--- src/rtl/rip_mem_arbiter.sv ---
// rip_mem_arbiter
// Shares one single-port synchronous RAM between the instruction-fetch (IF)
// and memory-access (MA) ports. At most one grant per cycle, MA has priority,
// and the 1-cycle-latency read data is routed back to whichever port owned the
// access issued in the previous cycle. IF responses can be killed in flight.
//
// Optional feature: define RIP_ARB_STARVE_GUARD_EN to enable the IF
// starvation guard (IF wins after STREAK_MAX consecutive MA grants while IF
// was waiting). Without it, MA priority is strict and STREAK_MAX is unused.
//
// state    | meaning
// ---------+-------------------------------------------------------------
// ST_IDLE  | no access was issued last cycle, no response due
// ST_IF_RD | IF read issued last cycle, IF response due now
// ST_MA_RD | MA read issued last cycle, MA read data due now
// ST_MA_WR | MA write issued last cycle, MA write ack due now

module rip_mem_arbiter #(
  parameter int ADDR_W     = 32,
  parameter int STREAK_MAX = 4
) (
  input  logic              clk,
  input  logic              rst,

  input  logic              if_req,
  input  logic [ADDR_W-1:0] if_addr,
  input  logic              if_kill,
  output logic              if_gnt,
  output logic              if_rvalid,
  output logic [31:0]       if_rdata,

  input  logic              ma_req,
  input  logic              ma_we,
  input  logic [3:0]        ma_be,
  input  logic [ADDR_W-1:0] ma_addr,
  input  logic [31:0]       ma_wdata,
  output logic              ma_gnt,
  output logic              ma_rvalid,
  output logic [31:0]       ma_rdata,

  output logic              mem_en,
  output logic [3:0]        mem_we,
  output logic [ADDR_W-3:0] mem_addr,
  output logic [31:0]       mem_wdata,
  input  logic [31:0]       mem_rdata
);

  typedef enum logic [1:0] {
    ST_IDLE  = 2'd0,
    ST_IF_RD = 2'd1,
    ST_MA_RD = 2'd2,
    ST_MA_WR = 2'd3
  } state_t;

  state_t state;
  logic   kill_q;     // IF kill seen in the grant cycle of the pending IF read
  logic   if_turn;    // guard says IF must win a contested cycle

  // Byte-offset bits are meaningless to a word-wide RAM.
  logic unused_addr_lsb;
  assign unused_addr_lsb = ^{if_addr[1:0], ma_addr[1:0]};

`ifdef RIP_ARB_STARVE_GUARD_EN
  localparam int CNT_W = (STREAK_MAX < 1) ? 1 : $clog2(STREAK_MAX + 1);

  logic [CNT_W-1:0] streak;

  assign if_turn = (streak == CNT_W'(STREAK_MAX));

  // Count MA grants made while IF is waiting; any IF grant or idle IF clears it.
  always_ff @(posedge clk) begin
    if (rst) begin
      streak <= '0;
    end else if (if_gnt || !if_req) begin
      streak <= '0;
    end else if (ma_gnt) begin
      streak <= streak + 1'b1;
    end
  end
`else
  localparam int unused_streak_max = STREAK_MAX;

  assign if_turn = 1'b0;
`endif

  // Grant selection: MA first unless the starvation guard hands IF the slot.
  always_comb begin
    if_gnt = 1'b0;
    ma_gnt = 1'b0;
    if (!rst) begin
      if (ma_req && !(if_req && if_turn)) begin
        ma_gnt = 1'b1;
      end else if (if_req) begin
        if_gnt = 1'b1;
      end
    end
  end

  // RAM port driven straight from the granted request; quiet when idle.
  always_comb begin
    mem_en    = 1'b0;
    mem_we    = 4'b0000;
    mem_addr  = '0;
    mem_wdata = 32'h0;
    if (if_gnt) begin
      mem_en    = 1'b1;
      mem_addr  = if_addr[ADDR_W-1:2];
      mem_wdata = ma_wdata;
    end else if (ma_gnt) begin
      mem_en    = 1'b1;
      mem_addr  = ma_addr[ADDR_W-1:2];
      mem_we    = ma_we ? ma_be : 4'b0000;
      mem_wdata = ma_wdata;
    end
  end

  // Response FSM: remember who owns the access issued this cycle.
  always_ff @(posedge clk) begin
    if (rst) begin
      state  <= ST_IDLE;
      kill_q <= 1'b0;
    end else begin
      kill_q <= if_gnt && if_kill;
      if (if_gnt) begin
        state <= ST_IF_RD;
      end else if (ma_gnt) begin
        state <= ma_we ? ST_MA_WR : ST_MA_RD;
      end else begin
        state <= ST_IDLE;
      end
    end
  end

  // Response routing; a kill in either the grant or the response cycle drops IF data.
  always_comb begin
    if_rvalid = 1'b0;
    if_rdata  = 32'h0;
    ma_rvalid = 1'b0;
    ma_rdata  = 32'h0;
    if (!rst) begin
      case (state)
        ST_IF_RD: begin
          if (!kill_q && !if_kill) begin
            if_rvalid = 1'b1;
            if_rdata  = mem_rdata;
          end
        end
        ST_MA_RD: begin
          ma_rvalid = 1'b1;
          ma_rdata  = mem_rdata;
        end
        ST_MA_WR: begin
          ma_rvalid = 1'b1;
        end
        default: ;
      endcase
    end
  end

endmodule
--- config.mk ---
export PLATFORM = sky130hd
export DESIGN_NAME = rip_mem_arbiter
export DESIGN_NICKNAME = d
export VERILOG_FILES = /design/src/rtl/rip_mem_arbiter.sv
export SDC_FILE = /design/constraint.sdc
export NUM_CORES = 1
export LEC_CHECK = 0
export CORE_AREA = 2 2 106 108
export DETAILED_ROUTE_END_ITERATION = 12
export DIE_AREA = 0 0 108 110
export PLACE_DENSITY = 0.64
export SKIP_LAST_GASP = 1
export SYNTH_ARGS = -nofsm -noshare
export SYNTH_HDL_FRONTEND = slang
export SYNTH_SLANG_ARGS = --single-unit
--- constraint.sdc ---
create_clock -name clk -period 1.5 [get_ports clk]
set_input_delay 0.45 -clock clk [delete_from_list [all_inputs] [get_ports clk]]
set_output_delay 0.45 -clock clk [all_outputs]
set_load 0.02 [all_outputs]
==> results.txt <==
- Counting along the longest clock path gives a buffer depth of 2.
* DR pass1 iterations: 4
- Initial antenna violation count: 0
- Number of top-level pins: 273
- STA puts the critical path data arrival time at 1.44 ns.
- The routed design could run at a clock period as short as 1.89 ns.
- Hold Crit Class: in2reg
- The initial utilization of the core area, before any placement, comes to 0.154.
- The critical path starts at state[0]$_SDFF_PP0_.
- Across the VDD grid, the largest voltage drop is 0.000194 V.
- Most instantiated library cell after synthesis: and2_1
- Die ar.: 0.0119 sq mm
- The worst hold path was traced through 3 stages.
- Detailed router's first-iteration violation count: 95
- Final count of hold timing violations: 0
* Worst slew pin tran: 0.296 ns
* WL per Instance: 17.6 um
- Of the cells placed in the final design, the portion with a size suffix greater than 1 is 0.725.
- Detailed routing placed a total of 6300 um of wire on met2.
- Remaining antenna violation count: 0
- CP max FO: 7
- Measured against its own limit, the worst slew margin works out to 0.801.
* Global route overflow: 0
- Number of sinks driven by the clock tree: 3
- Total Negative Setup Slacks: -39.17 ns
- CTS built an H-tree with a depth of 1.
* Total nets after synthesis: 349
* Post-layout nets: 655
- In this run the most critical hold path is launched from ma_req.
* Number of enable-type register cells in the synthesized netlist: 0
* Max-capacitance violation count: 0
* Violations in the final reports: setup timing
- Syn Std Cell Area: 0.00165 sq mm
- In the routed design, unresolved DRC markers number 0.
* Global-route wire length before repair: 16400 um
- Critical Path Sink Type: output port
- Largest area contributor in the synthesized netlist: and2_1
- RSZ-0062 raised after global routing: true
- YS warnings: 0
- Clk slew on worst S/H paths: 0.03 ns
* Most used flip-flop cell after synthesis: dfxtp_1
- Compared with the post-synthesis result, the final layout area differs by 262%.
* Ratio of routed vias to standard cells: 4.46
- In this run the static leakage power is 0.00271 uW.
- Chip width: 108 um
* Final critical-path setup slack: -0.391 ns
- Once layout is done, the placed cells without fillers occupy 0.00597 sq mm.
- By area the synthesized netlist is led by and2_1 24%, a32o_1 18%, nor4_2 18%.
* Global Route Usage Sum: 0.175
- In this run the standard cell core region covers 0.0107 sq mm.
* Highest routed metal layer: met4
- Total detailed-routing wirelength: 11600 um
- The worst setup path is of the reg2out kind.
- Half-perimeter wire length of the detailed placement result: 8010 um
* Outcome: complete, but fails checks
* Number of global-route vias before repair: 3027
- F_max: 0.529 GHz
- Dividing total power by cell area gives a power density of 336 mW/mm^2.
- Flops & latches, synth: 3
* Required arrival time at the worst endpoint: 1.05 ns
- For this block, the via count after detailed routing is 2928.
* Post-synth top cells: 63 x and2_1, 32 x nand2_1, 30 x a32o_1
* Footprint of the multi-input gates: 0.00197 sq mm
- Counting the buffers created by CTS gives 3.
- After filler insertion, the fill cell instance count of the layout stands at 938.
- After detailed placement, the design holds a cell count of 616.
- Averaged over all synthesized cells, the footprint is 7.80 sq um.
- Pin count of the biggest net entering global routing: 27
- In this run the vertical extent of the chip is 110 um.
- Total routed wire length on the met1 layer: 4180 um
- Number of distinct standard cells referenced by the synthesized netlist: 26
* Part of the cycle the worst path needs: 1.26
- The worst setup path is launched from a register.
* Diodes inserted: 0
- The congestion estimate from routability-driven global placement came to 0.808.
* End point of the most critical hold path: state[1]$_SDFF_PP0_
* Clk root buf: clkbuf_8
- Placed Instance Area: 0.00513 sq mm
* Hold slack: 0.567 ns
- WL met3: 901 um
- Clock tree from TritonCTS: yes
- The sequential cells in the finished layout cover a total of 65.1 sq um.
- For this run, the register share of the synthesized area comes to 0.0365.
- Share of async-settable or async-resettable flops after synthesis: 0
- In this run the core area contains 38 standard-cell rows.
- Count of port buffers added during placement: 268
- The final-report max-slew violation count is 0.
* Gate count of the mapped netlist: 211
- Setup violations remaining at the end of the flow were counted as 134.
* Area share of the leading cell type in the synthesized netlist: 0.239
- Final non-filler cell total: 656
metrics by stage:
| step | utilization | power (uW) | worst slack (ns) |
|---|---|---|---|
| floorplan | - | 749 | -0.0955 |
| global placement | 0.480 | 1460 | -1.15 |
| detailed placement | 0.480 | 1480 | -1.18 |
| CTS | 0.545 | 1970 | -0.390 |
| global route | 0.558 | 2100 | -0.442 |
| finish | 0.558 | 2000 | -0.391 |
worst max path at each step:
stage | to | slack, ns | cells past startpoint
after global placement | mem_addr[7] | -1.15 | 5
after floorplan | if_rdata[10] | -0.1 | 4
final | if_rdata[15] | -0.39 | 5
after global routing | if_rdata[13] | -0.44 | 4
after detailed placement | mem_addr[7] | -1.18 | 5
after CTS | if_rdata[20] | -0.39 | 4
flip-flops by register name, indices dropped and copies added, names as in the netlist:
| signal | cells |
|---|---|
| kill_q | 1 |
| state | 2 |
placed cells by master, fill, tap and decap left out, types with 2 or more instances in the layout:
cell / n
dlymetal6s2s_1: 2
and3_4: 4
buf_6: 94
buf_8: 6
a32o_2: 29
clkdlybuf4s50_1: 80
nor2b_1: 2
nand2_4: 4
buf_12: 21
buf_4: 69
nor2b_4: 2
and2_4: 63
nand2_1: 5
nor4_4: 30
nand2_2: 23
clkbuf_8: 3
dlygate4sd2_1: 47
clkbuf_16: 4
buf_16: 10
what timing repair did:
| item | 4_1_cts | 5_1_grt |
|---|---|---|
| cloned | 14 | 5 |
| buffers inserted | 16 | 10 |
| setup endpoints to repair | 134 | 135 |
| gates resized for setup | 883 | 40 |
| pin swaps | 46 | 33 |
| hold buffers | 0 | 0 |
layout make-up:
cell class,count,area share
Clock buffer,4,0.00755
Inverter,1,0.00189
Multi-Input combinational cell,175,0.330
Sequential cell,3,0.0109
Tap cell,140,0.0294
Timing Repair Buffer,333,0.620
critical path, stage by stage (launching register included):
cell and delay, ns:
dfxtp_4 0.44, buf_12 0.14, clkbuf_16 0.15, nand2_2 0.06, nor4_4 0.26, buf_4 0.18
logic make-up after synthesis:
| family | share of synthesized area |
|---|---|
| buffers and inverters | 0.133 |
| flip-flops | 0.0365 |
| AO/OA/AOI/OAI | 0.191 |
| AND/OR/NAND/NOR | 0.639 |
power by group:
group	total, uW	internal, uW	switching, uW
registers	93.1	84.2	8.87
logic	1680	974	704
clock network	231	181	50.3
layer usage:
metal	vias up	global-route usage
li1	1389	-
met1	1369	0.187
met2	158	0.349
met3	12	0.0388
met4	0	0.0375
met5	-	0
(Power assumes the default switching activity.)
